$ cat src/rtl/aib_avmm_csr_arb.sv
// Two-master round-robin arbiter onto one AVMM CSR slave, one read outstanding.
// Optional read-response timeout: define AIB_AVMM_ARB_TIMEOUT_EN.
module aib_avmm_csr_arb #(
    parameter int AW          = 7,
    parameter int DW          = 32,
    parameter int TIMEOUT_CYC = 15
) (
    input  logic            clk,
    input  logic            reset_n,
    input  logic [AW-1:0]   m0_address,
    input  logic            m0_write,
    input  logic            m0_read,
    input  logic [DW-1:0]   m0_writedata,
    input  logic [DW/8-1:0] m0_byteenable,
    output logic            m0_waitrequest,
    output logic [DW-1:0]   m0_readdata,
    output logic            m0_readdatavalid,
    input  logic [AW-1:0]   m1_address,
    input  logic            m1_write,
    input  logic            m1_read,
    input  logic [DW-1:0]   m1_writedata,
    input  logic [DW/8-1:0] m1_byteenable,
    output logic            m1_waitrequest,
    output logic [DW-1:0]   m1_readdata,
    output logic            m1_readdatavalid,
    output logic [AW-1:0]   s_address,
    output logic            s_write,
    output logic            s_read,
    output logic [DW-1:0]   s_writedata,
    output logic [DW/8-1:0] s_byteenable,
    input  logic [DW-1:0]   s_readdata,
    input  logic            s_readdatavalid,
    output logic            rd_err
);

    localparam logic [0:0] ST_IDLE    = 1'b0;
    localparam logic [0:0] ST_RD_WAIT = 1'b1;

    logic [0:0]      r_state;
    logic            r_rr_last;
    logic            r_owner;
    logic [AW-1:0]   r_s_addr;
    logic            r_s_write;
    logic            r_s_read;
    logic [DW-1:0]   r_s_wdata;
    logic [DW/8-1:0] r_s_be;
    logic [DW-1:0]   r_m0_rdata;
    logic [DW-1:0]   r_m1_rdata;
    logic            r_m0_rvalid;
    logic            r_m1_rvalid;

    logic            w_req0;
    logic            w_req1;
    logic            w_gnt0;
    logic            w_gnt1;
    logic            w_gnt;
    logic            w_in_rd;
    logic            w_wr;
    logic            w_rd;
    logic            w_tmo;
    logic            w_done;
    logic [DW-1:0]   w_rdata;

    assign w_req0  = m0_read | m0_write;
    assign w_req1  = m1_read | m1_write;
    assign w_in_rd = (r_state == ST_RD_WAIT);

    // rr_last names the previous winner; the other master wins a tie
    always_comb begin
        w_gnt0 = 1'b0;
        w_gnt1 = 1'b0;
        if (!w_in_rd) begin
            unique case ({w_req1, w_req0})
                2'b01:   w_gnt0 = 1'b1;
                2'b10:   w_gnt1 = 1'b1;
                2'b11: begin
                    w_gnt0 = r_rr_last;
                    w_gnt1 = ~r_rr_last;
                end
                default: ;
            endcase
        end
    end

    assign w_gnt = w_gnt0 | w_gnt1;
    assign w_wr  = w_gnt1 ? m1_write : m0_write;
    assign w_rd  = (w_gnt1 ? m1_read : m0_read) & ~w_wr;

    assign m0_waitrequest = ~reset_n | (w_req0 & ~w_gnt0);
    assign m1_waitrequest = ~reset_n | (w_req1 & ~w_gnt1);

`ifdef AIB_AVMM_ARB_TIMEOUT_EN
    logic [7:0] r_tcnt;
    logic       r_rd_err;

    // A real response in the timeout cycle takes priority
    assign w_tmo = w_in_rd & ~s_readdatavalid &
                   (r_tcnt == 8'(TIMEOUT_CYC - 1));

    always_ff @(posedge clk or negedge reset_n) begin
        if (!reset_n) begin
            r_tcnt   <= '0;
            r_rd_err <= 1'b0;
        end else begin
            if (w_gnt && w_rd) begin
                r_tcnt <= '0;
            end else if (w_in_rd) begin
                r_tcnt <= r_tcnt + 8'd1;
            end
            if (w_tmo) begin
                r_rd_err <= 1'b1;
            end
        end
    end

    assign rd_err = r_rd_err;
`else
    assign w_tmo  = 1'b0;
    assign rd_err = 1'b0;
`endif

    assign w_done  = w_in_rd & (s_readdatavalid | w_tmo);
    assign w_rdata = s_readdatavalid ? s_readdata : DW'(32'hDEADBEEF);

    always_ff @(posedge clk or negedge reset_n) begin
        if (!reset_n) begin
            r_state     <= ST_IDLE;
            r_rr_last   <= 1'b1;
            r_owner     <= 1'b0;
            r_s_addr    <= '0;
            r_s_write   <= 1'b0;
            r_s_read    <= 1'b0;
            r_s_wdata   <= '0;
            r_s_be      <= '0;
            r_m0_rdata  <= '0;
            r_m1_rdata  <= '0;
            r_m0_rvalid <= 1'b0;
            r_m1_rvalid <= 1'b0;
        end else begin
            r_s_write   <= w_gnt & w_wr;
            r_s_read    <= w_gnt & w_rd;
            r_m0_rvalid <= 1'b0;
            r_m1_rvalid <= 1'b0;
            if (w_gnt) begin
                r_rr_last <= w_gnt1;
                r_s_addr  <= w_gnt1 ? m1_address : m0_address;
                r_s_wdata <= w_gnt1 ? m1_writedata : m0_writedata;
                r_s_be    <= w_gnt1 ? m1_byteenable : m0_byteenable;
                if (w_rd) begin
                    r_owner <= w_gnt1;
                    r_state <= ST_RD_WAIT;
                end
            end
            if (w_done) begin
                r_state <= ST_IDLE;
                if (r_owner) begin
                    r_m1_rdata  <= w_rdata;
                    r_m1_rvalid <= 1'b1;
                end else begin
                    r_m0_rdata  <= w_rdata;
                    r_m0_rvalid <= 1'b1;
                end
            end
        end
    end

    assign s_address        = r_s_addr;
    assign s_write          = r_s_write;
    assign s_read           = r_s_read;
    assign s_writedata      = r_s_wdata;
    assign s_byteenable     = r_s_be;
    assign m0_readdata      = r_m0_rdata;
    assign m1_readdata      = r_m1_rdata;
    assign m0_readdatavalid = r_m0_rvalid;
    assign m1_readdatavalid = r_m1_rvalid;

endmodule

$ cat config.mk
export PLATFORM = sky130hd
export DESIGN_NAME = aib_avmm_csr_arb
export DESIGN_NICKNAME = d
export VERILOG_FILES = /design/src/rtl/aib_avmm_csr_arb.sv
export SDC_FILE = /design/constraint.sdc
export NUM_CORES = 1
export LEC_CHECK = 0
export BUFFER_PORTS_ARGS = -buffer_cell sky130_fd_sc_hd__buf_2
export CAP_MARGIN = 20
export CORE_ASPECT_RATIO = 0.9
export CORE_MARGIN = 2
export CORE_UTILIZATION = 45
export DETAILED_ROUTE_END_ITERATION = 8
export PLACE_DENSITY_LB_ADDON = 0.2
export SYNTH_ARGS = -nofsm -noshare
export SYNTH_HDL_FRONTEND = slang
export SYNTH_SLANG_ARGS = --single-unit
$ cat constraint.sdc
create_clock -name clk -period 3.7 [get_ports clk]
set_clock_uncertainty 0.2 [all_clocks]
set_input_delay 0.74 -clock clk [delete_from_list [all_inputs] [get_ports clk]]
set_output_delay 0.74 -clock clk [all_outputs]
set_load 0.05 [all_outputs]
==> impl_metrics.toml <==
[power]
clockPowerShare = 0.215
power.internal_mw = 4.47
sw_frac_of_total = 0.480
ir_drop_uv = 618
switchingPower_mw = 4.12
leakagePower_nw = 3.27
combPwrFrac = 0.524
power_density_mw_per_mm2 = 1220
seqPwrFrac = 0.261

[cts]
ctsResizeCount = 0
htree_levels = 4
cts-root-buf = "clkbuf_16"
clock-sinks = 114
cts_buffers = 17
tritoncts = "yes"
clk_latency_ps = 400
max-clock-path-buffers = 2
path_clk_slew_ps = 50

[worst_setup_path]
cp.required_ps = 2760
reg2reg_slack_ps = 1070
slowest_delay_ps = 320
rr_worst_depth = 4
crit_type = "input pin to output pin"
cp_data_arrival_time_ps = 2010
startpoint_type = "input pin"
r2r_end = "m0_readdata[23]$_DFFE_PN0P_"
crit_buf_inv = 3
reg2reg_from = "r_state$_DFFE_PN0P_"
crit_chain = "buf_2, or2_1, buf_4, a21oi_1, o21ai_0, buf_2"
path_max_fanout = 19
endpoint_kind = "output pin"
cp_top_family = "buffers and inverters"
crit_top_cell = "buf_2"
crit_slowest_cell = "buf_2"

[route]
ant_nets = 0
via_count = 4217
drt-initial-drc-count = 338
first_pass_iters = 5
via_per_inst = 5.46
wl_per_cell_um = 18.2
finalWirelength_um = 14000
drc = 0

[sta]
fin_ws_ps = 751
setup_viol = 0
report.final.hold_viol_count = 0
rsz0062_at_grt = "false"
finalCritPeriodShare = 0.797
slew_viol_final = 0
worst_pin_slew_ps = 1110
slew_headroom = 0.256
max_freq_mhz = 339
min_period_ps = 2950
fin_tns_setup_ps = 0

[die]
io_pins = 239
core_area_mm2 = 0.0109
initial_utilization = 0.467
die_y_um = 105
dieArea_mm2 = 0.0122
num_rows = 36
fp.dieW_um = 116

[grt]
grt_pass1_wl_um = 22100
grt-ovfl-total = 0
grt_util_all_layers = 0.233
grt_pass1_vias = 4365
antenna_found_initial = 0
grt_max_degree = 58

[placement]
preCtsSetupSlack_ps = 785
dp_hpwl_um = 9610
port_buffers = 237
globalplace.congestion = 0.880

[hold_path]
hp-start = "m1_readdata[23]$_DFFE_PN0P_"
hold_end = "m1_readdata[23]$_DFFE_PN0P_"
hold_class = "flop to flop"
hold_depth = 1

[logic_synthesis]
synthDistinctLibCells = 32
synth_common_cells = "113 x dfrtp_1, 64 x mux2_2, 45 x o21ai_0"
synth_nets = 505
yosys.area.top_type = "dfrtp_1"
avgSynthCellArea_um2 = 13.4
ys.flop_type = "dfrtp_1"
ys_seq_area_frac = 0.559
synth-edff-count = 0
yosysMostFrequentCell = "dfrtp_1"
syn_inst = 380
synth_seq_cells = 114
yosysWarnings = 0
synthTopCellsByArea = "dfrtp_1 55%, mux2_2 14%, a311oi_1 7.4%, a2bb2oi_2 6.2%, o21ai_0 4.4%"
syn_area_mm2 = 0.00511
async_flop_share = 1.00
synth_top_area_share = 0.553

[layout]
drive_above_1_share = 0.596
final_nets = 733
syn_to_final_growth_pct = 38.0
antenna-diode-count = 0

[job]
maxCapViolations = 0

[run_status]
status = "finished, final reports clean"
power groups by stage:
stage	Clock (mW)	Combinational [mW]	Sequential, mW
6_report	1.85	4.50	2.24
2_1_floorplan	0	1.40	4.31
3_3_place_gp	0	4.45	2.22
4_1_cts	1.88	4.52	2.24
5_1_grt	1.94	4.70	2.32
3_5_place_dp	0	4.51	2.25
sequential cells by signal, indices dropped and copies added (netlist names):
name,cells
m0_readdata,32
s_write,1
r_rr_last,1
m0_readdatavalid,1
s_writedata,32
s_read,1
m1_readdata,32
s_address,7
r_state,1
r_owner,1
m1_readdatavalid,1
s_byteenable,4
routing by layer:
metal,routed length (um),GRT usage,vias to the layer above
li1,-,-,1927
met1,5570,0.291,2083
met2,7130,0.377,177
met3,997,0.0650,30
met4,344,0.0952,0
met5,0,0,-
layout make-up:
| class | instances | area [um^2] |
|---|---|---|
| inverter | 6 | 22.5 |
| tap | 152 | 190 |
| multi-input combinational | 220 | 2020 |
| sequential | 114 | 2850 |
| clock buffer | 19 | 443 |
| clock inverter | 13 | 231 |
| fill | 851 | 3890 |
| timing repair buffer | 249 | 1290 |
logic make-up after synthesis:
logic type | synth area share
AOI/OAI and AO/OA | 0.234
muxes | 0.141
other | 0.000734
and+or+nand+nor | 0.0154
DFF | 0.559
buffers and inverters | 0.0500
stage by stage:
stage,cells,hold slack [ps],power [mW],cell area [um^2],utilization
floorplan,380,244,5.71,5110,-
global placement,740,281,6.67,6370,0.582
detailed placement,740,289,6.76,6370,0.582
CTS,773,301,8.65,7050,0.644
global route,773,317,8.97,7050,0.644
finish,773,297,8.59,7050,0.644
placed cells by master, fill, tap and decap left out, types with 6 or more instances in the layout:
master and instances:
inv_1 6, clkbuf_16 17, buf_2 236, a311oi_1 43, buf_4 11, a2bb2oi_1 22
a2bb2oi_2 21, o21ai_0 45, mux2_2 64, bufinv_16 6, dfrtp_1 113
worst max path at each step:
stage	startpoint	endpoint	slack, ps	cells past startpoint
detailed placement	m1_write	m0_waitrequest	780	6
global route	r_state$_DFFE_PN0P_	m0_waitrequest	610	3
CTS	r_state$_DFFE_PN0P_	m0_waitrequest	750	3
floorplan	m1_write	m0_waitrequest	310	5
finish	m1_write	m0_waitrequest	750	6
global placement	m1_write	m0_waitrequest	880	6
what timing repair did:
| item | CTS | global route |
|---|---|---|
| buffers inserted | 0 | 0 |
| hold endpoints to repair | 3 | 0 |
| hold buffers | 1 | 0 |
Power figures use the tool's default switching activity.
